`src/rtl/muldiv_pkg.sv`:
```
// rtl/muldiv_pkg.sv - op encodings, FSM states and constants shared by the multiply/divide unit
package muldiv_pkg;

   typedef enum logic [1:0] {
      OP_MULTU = 2'b00,
      OP_MULT  = 2'b01,
      OP_DIVU  = 2'b10,
      OP_DIV   = 2'b11
   } muldiv_op_e;

   typedef enum logic [2:0] {
      ST_IDLE,
      ST_PREP,
      ST_RUN,
      ST_FIX,
      ST_DONE
   } muldiv_state_e;

   localparam int          MULDIV_ITERS  = 32;
   localparam logic [31:0] MULDIV_DBZ_LO = 32'hFFFF_FFFF;

endpackage

```
`src/rtl/muldiv_unit.sv`:
```
// rtl/muldiv_unit.sv - iterative MULT/MULTU/DIV/DIVU unit holding architectural HI/LO
// MULDIV_EARLY_OUT_EN: multiply leaves RUN once the remaining multiplier magnitude is zero.
module muldiv_unit
   import muldiv_pkg::*;
#(
   parameter int WIDTH = 32
) (
   input  logic             clk,
   input  logic             reset,
   input  logic             start,
   input  logic [1:0]       op,
   input  logic [WIDTH-1:0] A,
   input  logic [WIDTH-1:0] B,
   output logic             ready,
   output logic             done,
   output logic [WIDTH-1:0] HI,
   output logic [WIDTH-1:0] LO,
   output logic             div_by_zero
);

   muldiv_state_e      state_q, state_d;
   muldiv_op_e         op_q, op_d;
   logic [WIDTH-1:0]   a_q, a_d, b_q, b_d;
   logic [2*WIDTH-1:0] acc_q, acc_d;
   logic [2*WIDTH-1:0] opnd_q, opnd_d;
   logic [WIDTH-1:0]   mplier_q, mplier_d;
   logic [5:0]         cnt_q, cnt_d;
   logic               neg_res_q, neg_res_d, neg_rem_q, neg_rem_d;
   logic [WIDTH-1:0]   hi_q, hi_d, lo_q, lo_d;
   logic               dbz_q, dbz_d;

   logic               is_signed, is_div;
   logic [WIDTH-1:0]   mag_a, mag_b;
   logic [WIDTH:0]     div_part;
   logic               div_ge;
   logic [WIDTH-1:0]   div_sub;
   logic [2*WIDTH-1:0] prod_fix;
   logic [WIDTH-1:0]   quo_fix, rem_fix;

   assign is_signed = op_q[0];
   assign is_div    = op_q[1];
   assign mag_a     = (is_signed && a_q[WIDTH-1]) ? (~a_q + 1'b1) : a_q;
   assign mag_b     = (is_signed && b_q[WIDTH-1]) ? (~b_q + 1'b1) : b_q;

   // Restoring step: partial remainder shifted left with the next dividend bit appended.
   assign div_part  = acc_q[2*WIDTH-1:WIDTH-1];
   assign div_ge    = div_part >= {1'b0, opnd_q[WIDTH-1:0]};
   assign div_sub   = div_part[WIDTH-1:0] - opnd_q[WIDTH-1:0];

   assign prod_fix  = neg_res_q ? (~acc_q + 1'b1) : acc_q;
   assign quo_fix   = neg_res_q ? (~acc_q[WIDTH-1:0] + 1'b1) : acc_q[WIDTH-1:0];
   assign rem_fix   = neg_rem_q ? (~acc_q[2*WIDTH-1:WIDTH] + 1'b1) : acc_q[2*WIDTH-1:WIDTH];

   always_comb begin
      state_d   = state_q;
      op_d      = op_q;
      a_d       = a_q;
      b_d       = b_q;
      acc_d     = acc_q;
      opnd_d    = opnd_q;
      mplier_d  = mplier_q;
      cnt_d     = cnt_q;
      neg_res_d = neg_res_q;
      neg_rem_d = neg_rem_q;
      hi_d      = hi_q;
      lo_d      = lo_q;
      dbz_d     = dbz_q;
      case (state_q)
         ST_IDLE: begin
            if (start) begin
               op_d    = muldiv_op_e'(op);
               a_d     = A;
               b_d     = B;
               state_d = ST_PREP;
            end
         end
         ST_PREP: begin
            neg_res_d = is_signed & (a_q[WIDTH-1] ^ b_q[WIDTH-1]);
            neg_rem_d = is_signed & a_q[WIDTH-1];
            cnt_d     = '0;
            mplier_d  = mag_b;
            if (is_div) begin
               acc_d  = {{WIDTH{1'b0}}, mag_a};
               opnd_d = {{WIDTH{1'b0}}, mag_b};
            end else begin
               acc_d  = '0;
               opnd_d = {{WIDTH{1'b0}}, mag_a};
            end
            state_d = ST_RUN;
         end
         ST_RUN: begin
            cnt_d = cnt_q + 6'd1;
            if (is_div) begin
               acc_d = div_ge ? {div_sub, acc_q[WIDTH-2:0], 1'b1}
                              : {div_part[WIDTH-1:0], acc_q[WIDTH-2:0], 1'b0};
            end else begin
               acc_d    = acc_q + (mplier_q[0] ? opnd_q : '0);
               opnd_d   = opnd_q << 1;
               mplier_d = mplier_q >> 1;
            end
            if (cnt_q == 6'(MULDIV_ITERS - 1)) state_d = ST_FIX;
`ifdef MULDIV_EARLY_OUT_EN
            if (!is_div && (mplier_d == '0)) state_d = ST_FIX;
`endif
         end
         ST_FIX: begin
            if (!is_div) begin
               hi_d  = prod_fix[2*WIDTH-1:WIDTH];
               lo_d  = prod_fix[WIDTH-1:0];
               dbz_d = 1'b0;
            end else if (b_q == '0) begin
               hi_d  = a_q;
               lo_d  = WIDTH'(MULDIV_DBZ_LO);
               dbz_d = 1'b1;
            end else begin
               hi_d  = rem_fix;
               lo_d  = quo_fix;
               dbz_d = 1'b0;
            end
            state_d = ST_DONE;
         end
         ST_DONE: state_d = ST_IDLE;
         default: state_d = ST_IDLE;
      endcase
   end

   always_ff @(posedge clk or negedge reset) begin
      if (!reset) begin
         state_q   <= ST_IDLE;
         op_q      <= OP_MULTU;
         a_q       <= '0;
         b_q       <= '0;
         acc_q     <= '0;
         opnd_q    <= '0;
         mplier_q  <= '0;
         cnt_q     <= '0;
         neg_res_q <= 1'b0;
         neg_rem_q <= 1'b0;
         hi_q      <= '0;
         lo_q      <= '0;
         dbz_q     <= 1'b0;
      end else begin
         state_q   <= state_d;
         op_q      <= op_d;
         a_q       <= a_d;
         b_q       <= b_d;
         acc_q     <= acc_d;
         opnd_q    <= opnd_d;
         mplier_q  <= mplier_d;
         cnt_q     <= cnt_d;
         neg_res_q <= neg_res_d;
         neg_rem_q <= neg_rem_d;
         hi_q      <= hi_d;
         lo_q      <= lo_d;
         dbz_q     <= dbz_d;
      end
   end

   assign ready       = (state_q == ST_IDLE);
   assign done        = (state_q == ST_DONE);
   assign HI          = hi_q;
   assign LO          = lo_q;
   assign div_by_zero = dbz_q;

endmodule

```
`config.mk`:
```
export PLATFORM = sky130hd
export DESIGN_NAME = muldiv_unit
export DESIGN_NICKNAME = d
export VERILOG_FILES = /design/src/rtl/muldiv_pkg.sv /design/src/rtl/muldiv_unit.sv
export SDC_FILE = /design/constraint.sdc
export NUM_CORES = 1
export LEC_CHECK = 0
export CAP_MARGIN = 20
export CORE_MARGIN = 1.5
export CORE_UTILIZATION = 52
export DETAILED_ROUTE_END_ITERATION = 8
export PLACE_DENSITY = 0.71
export SKIP_LAST_GASP = 1
export SYNTH_ARGS = -nofsm -noshare
export SYNTH_HDL_FRONTEND = slang
export SYNTH_SLANG_ARGS = --single-unit
```
`constraint.sdc`:
```
create_clock -name clk -period 10.59 [get_ports clk]
set_input_delay 1.059 -clock clk [delete_from_list [all_inputs] [get_ports clk]]
set_output_delay 1.059 -clock clk [all_outputs]
set_load 0.05 [all_outputs]
```
==> impl_metrics.tcl, run 1 <==
set metrics [dict create \
    status "complete, no violations" \
    crit_chain "and2_1 -> ha_1 -> fa_1 -> a21o_1 -> a221oi_1 -> a2111o_1 -> a21boi_0 -> o31ai_1 -> o21ai_0 -> nor2_1 -> o221ai_1 -> xor2_1 -> a221o_1" \
    avgViaCountPerCell 6.45 \
    io_buffers 135 \
    cts.clk_slew.worst_paths_ns 0.06 \
    r2r_start "mplier_q[0]$_DFFE_PN0P_" \
    yosysWarnings 0 \
    grt_usage 0.364 \
    core_um2 43200 \
    fin_nets 3011 \
    arrival_ns 5.49 \
    die_x_um 212 \
    post-place-ws_ns 5.76 \
    overflow 0 \
    cp-end-kind "register" \
    avgRoutedWirePerCell_um 24.0 \
    async_flop_share 1.00 \
    cts_made_buffers 37 \
    start_util 0.528 \
    totalWireLength_um 82700 \
    synth_edf_count 0 \
    crit_type "reg2reg" \
    layout_setup_ws_ns 5.54 \
    cts_buffer_depth 3 \
    multiInputGateArea_um2 14200 \
    crit_fanout 65 \
    fillCellCount 3940 \
    cp_slowest_stage_delay_ns 0.79 \
    synth_seq_area_share 0.332 \
    critPathSlowestCell "dfrtp_2" \
    die_h_um 212 \
    syn_area_um2 22800 \
    vias 22300 \
    gp_congestion 1.03 \
    start_kind "register" \
    period_needed_ns 5.05 \
    worstSkewPairLatency_ns 0.56 \
    final_area_um2 25500 \
    worstPathRequired_ns 11.03 \
    hold_buffers 0 \
    antenna_left 0 \
    synth_ff_type "dfrtp_1" \
    finalCritPeriodShare 0.477 \
    syn_to_final_growth_pct 12.0 \
    grt_max_degree 101 \
    drc_errors 0 \
    io-pin-count 136 \
    power_density_nw_per_um2 388 \
    drt-initial-drc-count 2995 \
    cts-root-buf "clkbuf_16" \
    hold_violations 0 \
    ir_worst_vdd_mv 0.286 \
    antenna_found_initial 5 \
    dr.pass1.iters 6 \
    drive_above_1_share 0.0705 \
    max_freq_ghz 0.198 \
    p_leak_nw 11.0 \
    rsz0062_at_grt "no" \
    insertedDiodeCount 0 \
    die_area_um2 45100 \
    htree_levels 2 \
    final_util 0.591 \
    cts_setup_buffers 0 \
    maxSlewViolCount 0 \
    reg2reg_setup_slack_ns 5.54 \
    clock-sinks 302 \
    synth_fp_nets 3011 \
    grt_pass1_wl_um 124000 \
    holdCritPathClass "reg2reg" \
    place_area_um2 24300 \
    hpwl_um 60800 \
    cp-startpoint "mplier_q[0]$_DFFE_PN0P_" \
    fin_setup_tns_ns 0 \
    rows 76 \
    grt_pass1_vias 20600 \
    cts-resized-gates 0 \
    cts_tree "yes" \
    clock_skew_ns 0.0171 \
    ys_ff_latch 302 \
    synth.avg_cell_area_um2 8.02 \
    yosysUniqueCellTypes 78 \
    setup_viol 0 \
    power_w 0.00989 \
    maxSlewHeadroom 0.270 \
    maxCapViolations 0 \
    hold_path_startpoint "HI[14]$_DFFE_PN0P_" \
    synthCells 2840 \
    max_slew.worst_pin.slew_ns 1.10 \
    register_area_um2 7560 \
]
## worst max-delay path, delay by kind of cell (launching register included)
family / cells / cell delay, ns
AOI/OAI and AO/OA: 8 / 2.68
xor gates and xnor gates: 1 / 0.18
adders and majority gates: 2 / 0.64
DFF: 1 / 0.79
and+or+nand+nor: 2 / 0.63
## power by group
part,total [W],internal [W],switching (W)
Sequential,0.00250,0.00165,0.000854
Clock,0.00124,0.000709,0.000535
Combinational,0.00615,0.00219,0.00396
## kinds of logic after synthesis
logic type      share of synthesized area
mux                                0.0450
xor+xnor                           0.0873
flops                               0.332
simple gates                        0.193
fa+ha+maj                          0.0567
compound gates                      0.237
buf+inv                            0.0491
## area by class of cell
class | count | share of cell area
Tap cell | 585 | 0.0287
Inverter | 85 | 0.0125
Timing Repair Buffer | 163 | 0.0622
Clock inverter | 16 | 0.00544
Sequential cell | 302 | 0.296
Multi-Input combinational cell | 2251 | 0.555
Clock buffer | 49 | 0.0400
## metal layers
layer / track usage / up-vias / routed length (µm)
met1: 0.498 / 10700 / 34100
met4: 0.161 / 8 / 3980
met3: 0.0835 / 229 / 9120
met2: 0.550 / 1243 / 35400
met5: 0 / - / 58
li1: - / 10100 / -
## flip-flops by register name, summed over array words and instances, names as in the netlist, 6 cells and up
register  flops
a_q          32
opnd_q       64
HI           32
cnt_q         6
b_q          32
acc_q        64
LO           32
mplier_q     32
## path summary, 6_finish.rpt
| kind | end | depth (start not counted) |
|---|---|---|
| hold reg to reg | HI[14]$_DFFE_PN0P_ | 2 |
| max in group asynchronous | op_q[1]$_DFFE_PN0P_ | 2 |
| hold / removal | HI[14]$_DFFE_PN0P_ | 2 |
| min in group asynchronous | a_q[23]$_DFFE_PN0P_ | 1 |
| setup / recovery | acc_q[60]$_DFFE_PN0N_ | 13 |
| setup reg to reg | acc_q[60]$_DFFE_PN0N_ | 13 |
## synthesized netlist by cell type (5+ instances only)
cell	instances	share of area
nand2_1	349	0.058
dfrtp_1	302	0.33
a21oi_1	259	0.057
nor2_1	258	0.043
o21ai_0	245	0.054
clkbuf_1	164	0.027
xor2_1	123	0.047
xnor2_1	104	0.040
ha_1	100	0.055
inv_1	84	0.014
and2_1	72	0.020
mux2_2	68	0.034
nand3_1	64	0.014
a21o_1	53	0.017
a31oi_1	47	0.013
a211oi_1	46	0.015
nand4_1	39	0.011
nor3_1	33	0.0073
o31ai_1	32	0.011
or3_1	29	0.0080
buf_1	26	0.0043
mux2i_1	26	0.011
a22oi_1	24	0.0079
o21bai_1	20	0.0066
o22ai_1	20	0.0055
o211ai_1	18	0.0059
nor4_1	17	0.0047
and3_1	16	0.0044
o221ai_1	16	0.0062
o21a_1	15	0.0049
o41ai_1	13	0.0050
a221oi_1	12	0.0046
nor2b_1	12	0.0033
or4_1	11	0.0036
nand2b_1	9	0.0025
buf_2	8	0.0018
a21boi_0	7	0.0023
o21ai_1	7	0.0015
or2_2	7	0.0019
a31o_2	6	0.0023
a221o_1	5	0.0022
nand4b_1	5	0.0019
## stage by stage
stage | cells | hold WS [ns]
after global routing | 3451 | 0.510
after floorplan | 2840 | 0.453
after detailed placement | 3385 | 0.463
after global placement | 3385 | 0.459
after CTS | 3450 | 0.478
final | 3451 | 0.474
## cells in the final DEF, fill, tap and decap left out, types with 53 or more instances in the layout
master,netlist,layout
ha_1,100,100
clkdlybuf4s50_1,0,134
inv_1,84,82
xor2_1,123,123
a21oi_1,259,259
mux2_2,68,68
a21o_1,53,53
dfrtp_1,302,300
and2_1,72,70
nand3_1,64,64
xnor2_1,104,104
nor2_1,258,255
o21ai_0,245,245
nand2_1,349,346
Power figures use the tool's default switching activity.
==> run 2: changes to the inputs <==
clock period = 5.2 ns   (was 10.59 ns; I/O delays follow)
==> impl_metrics.tcl, run 2 (synthesis gave the netlist of run 1 again) <==
set metrics [dict create \
    hold_violations 0 \
    rows 76 \
    dr.pass1.iters 6 \
    avgViaCountPerCell 6.38 \
    top_usage_layer "met2" \
    use_met3 0.103 \
    hold_buffers 0 \
    power_w 0.0206 \
    cts-resized-gates 0 \
    syn_to_final_growth_pct 13.4 \
    drc_errors 0 \
    reg2reg_setup_slack_ns 0.78 \
    core_um2 43200 \
    ir_worst_vdd_mv 0.468 \
    vias 22200 \
    antenna_found_initial 2 \
    power_density_nw_per_um2 796 \
    cts-root-buf "clkbuf_16" \
    cts_setup_buffers 0 \
    overflow 0 \
    start_kind "register" \
    mostFrequentLayoutCells "346 x nand2_1, 301 x dfrtp_1, 259 x a21oi_1" \
    die_h_um 212 \
    holdCritPathClass "in2async" \
    status "complete, no violations" \
    arrival_ns 4.84 \
    worstSkewPairLatency_ns 0.58 \
    final_common_cell "nand2_1" \
    setup_viol 0 \
    maxSlewHeadroom 0.304 \
    period_needed_ns 4.42 \
    die_x_um 212 \
    cts.clk_slew.worst_paths_ns 0.06 \
    r2r_end "acc_q[58]$_DFFE_PN0N_" \
    io_buffers 135 \
    p_leak_nw 11.1 \
    crit_fanout 4 \
    r2r_start "acc_q[31]$_DFFE_PN0N_" \
    totalWireLength_um 86600 \
    finalCritPeriodShare 0.851 \
    worstPathRequired_ns 5.62 \
    drt-initial-drc-count 2491 \
    max_slew.worst_pin.slew_ns 1.04 \
    grt_max_degree 117 \
    grt_pass1_vias 21100 \
    cts_made_buffers 38 \
    rr_worst_depth 14 \
    hpwl_um 64600 \
    io-pin-count 136 \
    avgRoutedWirePerCell_um 24.9 \
    die_area_um2 45100 \
    gp_congestion 1.04 \
    fillCellCount 3952 \
    cp-end-kind "register" \
    maxCapViolations 0 \
    cts_tree "yes" \
    max_freq_ghz 0.226 \
    drive_above_1_share 0.0795 \
    maxSlewViolCount 0 \
    crit_type "reg2reg" \
    clock_skew_ns 0.0211 \
    grt_use_met2 0.574 \
    rsz0062_at_grt "no" \
    clock-sinks 302 \
    antenna_left 0 \
    largestRegisters "acc_q (64), opnd_q (64)" \
    cts_buffer_depth 3 \
    grt_usage 0.387 \
    fin_nets 3038 \
    use_met1 0.527 \
    grt_pass1_wl_um 131000 \
    fin_setup_tns_ns 0 \
    start_util 0.528 \
    htree_levels 2 \
]
[run 2: cell types whose count changed in the layout (fill, tap and decap cells not counted), moves of 2 or more]
cell       change
inv_6          -2
buf_4         +25
bufinv_16      +4
clkinv_4       -2
buf_12         +2
[run 2: critical path, stage by stage, from the launching register on]
cell and delay (ns):
dfrtp_1 0.43, inv_1 0.18, ha_1 0.21, inv_1 0.06, fa_1 0.43, a211o_1 0.34
a2111oi_2 0.52, nor4_1 0.16, or3_1 0.42, a2111o_1 0.42, a31o_2 0.26, a21oi_1 0.19
xnor2_1 0.13, a21oi_1 0.36, o21ai_0 0.15
[run 2: cell type report]
| cell class | count | area (µm²) | area share |
|---|---|---|---|
| clock buffer | 49 | 1030 | 0.0400 |
| clock inverter | 18 | 248 | 0.00959 |
| multi-input combinational | 2251 | 14200 | 0.548 |
| sequential | 302 | 7560 | 0.293 |
| timing repair buffer | 189 | 1790 | 0.0692 |
| inverter | 85 | 319 | 0.0123 |
| tap | 585 | 732 | 0.0283 |
| antenna | 1 | 2.50 | 0.0000969 |
[run 2: power by group]
group          switching (W)  total (W)  internal (W)  leakage (nW)
logic                0.00834     0.0129       0.00452          6.84
registers            0.00155    0.00491       0.00336          3.69
clock network        0.00113    0.00278       0.00166         0.616
[run 2: per-stage QoR]
| step | util | hold WS, ns | cell area, µm² | cells | setup WS (ns) |
|---|---|---|---|---|---|
| after detailed placement | 0.569 | 0.469 | 24600 | 3412 | 0.979 |
| after CTS | 0.598 | 0.0641 | 25800 | 3479 | 0.890 |
| after global routing | 0.598 | 0.113 | 25800 | 3479 | 0.493 |
| after floorplan | - | 0.224 | 22800 | 2840 | 1.64 |
| final | 0.598 | 0.0299 | 25800 | 3480 | 0.777 |
| after global placement | 0.569 | 0.461 | 24600 | 3412 | 0.986 |
[run 2: per-layer routing]
layer	part of all wire	wire, µm
met5	0.00020	17
met4	0.049	4220
met3	0.11	9770
met2	0.42	36600
met1	0.42	36000
[run 2: worst max path at each step]
stage | from | to | slack (ns) | depth (start not counted)
after floorplan | mplier_q[0]$_DFFE_PN0P_ | acc_q[60]$_DFFE_PN0N_ | 1.64 | 14
after global placement | acc_q[31]$_DFFE_PN0N_ | acc_q[58]$_DFFE_PN0N_ | 0.99 | 14
after detailed placement | acc_q[31]$_DFFE_PN0N_ | acc_q[58]$_DFFE_PN0N_ | 0.98 | 14
after CTS | acc_q[31]$_DFFE_PN0N_ | acc_q[58]$_DFFE_PN0N_ | 0.89 | 14
after global routing | mplier_q[0]$_DFFE_PN0P_ | acc_q[59]$_DFFE_PN0N_ | 0.49 | 14
final | acc_q[31]$_DFFE_PN0N_ | acc_q[58]$_DFFE_PN0N_ | 0.78 | 14
==> RTL change: new RTL, flow settings as in run 1 <==
Add a define of `MULDIV_EARLY_OUT_EN`.
--- a/src/rtl/muldiv_unit.sv
+++ b/src/rtl/muldiv_unit.sv
@@ -1,4 +1,6 @@
 // rtl/muldiv_unit.sv - iterative MULT/MULTU/DIV/DIVU unit holding architectural HI/LO
 // MULDIV_EARLY_OUT_EN: multiply leaves RUN once the remaining multiplier magnitude is zero.
+`define MULDIV_EARLY_OUT_EN
+
 module muldiv_unit
    import muldiv_pkg::*;
Formal check against the unedited RTL: not equivalent (Yosys sat finds a counterexample within 10 cycles, from zero or initial values and one cycle with reset low).
==> RTL change against run 1 <==
Synthesized area fell by 0.46%. Total power fell by 3.6%. Final area fell by 0.76%. Setup slack improved by 470 ps. Hold slack improved by 7.9 ps. Die area fell by 0.46%. Wire length fell by 1.8%. Largest power group unchanged. First-iteration DRC count fell by 1.1%. Sequential cell count did not move.
==> RTL change: results (changes against run 1) <==
Run status: finished, final reports clean
Post-synth EDFFs: 0 (unchanged)
Clock Pin Slew Worst Setup and Hold Paths: 60 ps (about the same)
Tot GR Track Use: 36.08% (-0.32 points)
Reg2reg path depth: 14 (+1)
Post-Route WL: 81.23 mm (-1.8%)
Crit path arrival time: 5000 ps (-490 ps)
Vias in the first global route: 20250 (-1.7%)
Pin count of the biggest net entering global routing: 104 (+3.0%)
Yosys warnings: 0 (unchanged)
First-pass GRT wire length: 123.0 mm (-0.96%)
Commonest cells post-synth: 318 x nand2_1, 302 x dfrtp_1, 260 x o21ai_0
Synth Net Count: 2937 (-2.5%)
Largest cells by area after synthesis: dfrtp_1 33%, o21ai_0 5.7%, ha_1 5.5%
Worst Setup SP: mplier_q[0]$_DFFE_PN0N_
FFs w/ async S/R, synth: 100.0% (unchanged)
Placed Cells: 3326 (-1.7%)
Netlist cell types: 85 (+9.0%)
Skew-Pair Late Insertion Delay: 580 ps (+20 ps)
R2R Path End: acc_q[60]$_DFFE_PN0N_
Largest registers: acc_q x64, opnd_q x64
Via Count: 21830 (-2.0%)
1st-pass router iterations: 8 (+2)
Max Root-Sink Buffers: 3 (unchanged)
Mapped Cells: 2766 (-2.6%)
GP Congestion: 1.020 (-0.59%)
Clk Tree Root Cell: clkbuf_16
Post-CTS setup buffers: 0 (unchanged)
Placed Area: 24190 um^2 (-0.56%)
Slew headroom: 19.31% (-7.7 points)
CTS resizes: 0 (unchanged)
Worst-path fanout max: 20 (-69%)
Maximum VDD drop: 0.2647 mV (-7.5%)
CP Class: reg -> reg
Initial antenna violation count: 2 (-3)
Port Buf Inserts: 135 (unchanged)
Hold Path Class: reg -> reg
Synth Flop Type: dfrtp_1
H-tree depth: 2 (unchanged)
Antenna cells: 0 (unchanged)
Register area share after synthesis: 33.33% (+0.15 points)
Cts bufs inserted: 36 (-2.7%)
Lkg Pwr: 10.93 nW (-0.28%)
Clock Skew: 17.61 ps (+0.5192 ps)
Worst reg-to-reg setup slack: 6010 ps (+470 ps)
Initial drt markers: 2963 (-1.1%)
Post-Layout Cell Count: 3391 (-1.7%)
Dpl hpwl: 59.99 mm (-1.4%)
Post-layout nets: 2950 (-2.0%)
Share of cells above drive strength 1: 6.486% (-0.56 points)
## RTL change: cell count changes in the layout (fill, tap and decap cells not counted), moves of 14 or more
cell,run 1,this run
a31oi_1,47,33
nor2_1,255,223
o21ai_0,245,260
a22oi_1,24,41
nand2_1,346,316
a21oi_1,259,224
nand4_1,39,25
## RTL change: cell families after synthesis
group / after synthesis / synth area share [%]
buffers and inverters: 262 / 4.939
AND/OR/NAND/NOR: 906 / 18.82
flip-flops: 302 / 33.33
multiplexers: 89 / 4.255
XOR/XNOR: 229 / 8.846
adder cells (fa/ha/maj): 102 / 5.695
AO/OA/AOI/OAI: 876 / 24.12
## RTL change: through the flow
step                      power, mW  setup slack [ps]  hold slack (ps)
after detailed placement      8.121              6112            463.1
after floorplan               6.264              6860            446.5
after global routing          10.10              5570            496.9
final                         9.539              6011            481.7
after CTS                     9.395              6076            476.5
after global placement        8.048              6157            463.8
## RTL change: per-layer routing
layer / global-route usage (%) / part of all wire (%) / vias up
li1: - / - / 9991
met1: 52.60 / 44 / 10480
met2: 53.32 / 43 / 1176
met3: 6.498 / 10 / 184
met4: 12.76 / 3.6 / 0
met5: 0 / 0 / -
## RTL change: worst min-delay path by stage
stage,from,endpoint,cells after the start
final,cnt_q[5]$_DFFE_PN0N_,cnt_q[5]$_DFFE_PN0N_,1
after global routing,cnt_q[5]$_DFFE_PN0N_,cnt_q[5]$_DFFE_PN0N_,1
after CTS,cnt_q[5]$_DFFE_PN0N_,cnt_q[5]$_DFFE_PN0N_,1
after detailed placement,cnt_q[5]$_DFFE_PN0N_,cnt_q[5]$_DFFE_PN0N_,1
after global placement,opnd_q[51]$_DFFE_PN0P_,opnd_q[52]$_DFFE_PN0P_,2
after floorplan,cnt_q[5]$_DFFE_PN0N_,cnt_q[5]$_DFFE_PN0N_,1
## RTL change: power by group
group	leakage, nW	internal [mW]	total [mW]	switching, mW
clock	0.544	0.695	1.24	0.549
combinational	6.65	2.08	5.82	3.74
sequential	3.74	1.66	2.48	0.821
## RTL change: area by class of cell
type / instances / area, um^2
fillers: 3876 / 17750
multi-input cells: 2202 / 14060
flip-flops and latches: 302 / 7562
repair buffers: 162 / 1559
clock buffers: 50 / 963.4
well taps: 585 / 732.0
inverters: 75 / 281.5
clock inverters: 15 / 166.4
## RTL change: worst max-delay path, stage by stage, from the launching register on
cell and delay [ps]:
dfrtp_2 520, and2_1 240, ha_1 250, fa_1 410
a21oi_1 240, o211ai_1 170, a31o_2 280, a31oi_1 510
o32ai_1 270, o2111ai_1 450, a21oi_1 150, nor3_1 460
o31ai_1 150, xnor2_1 200, o21ai_0 100
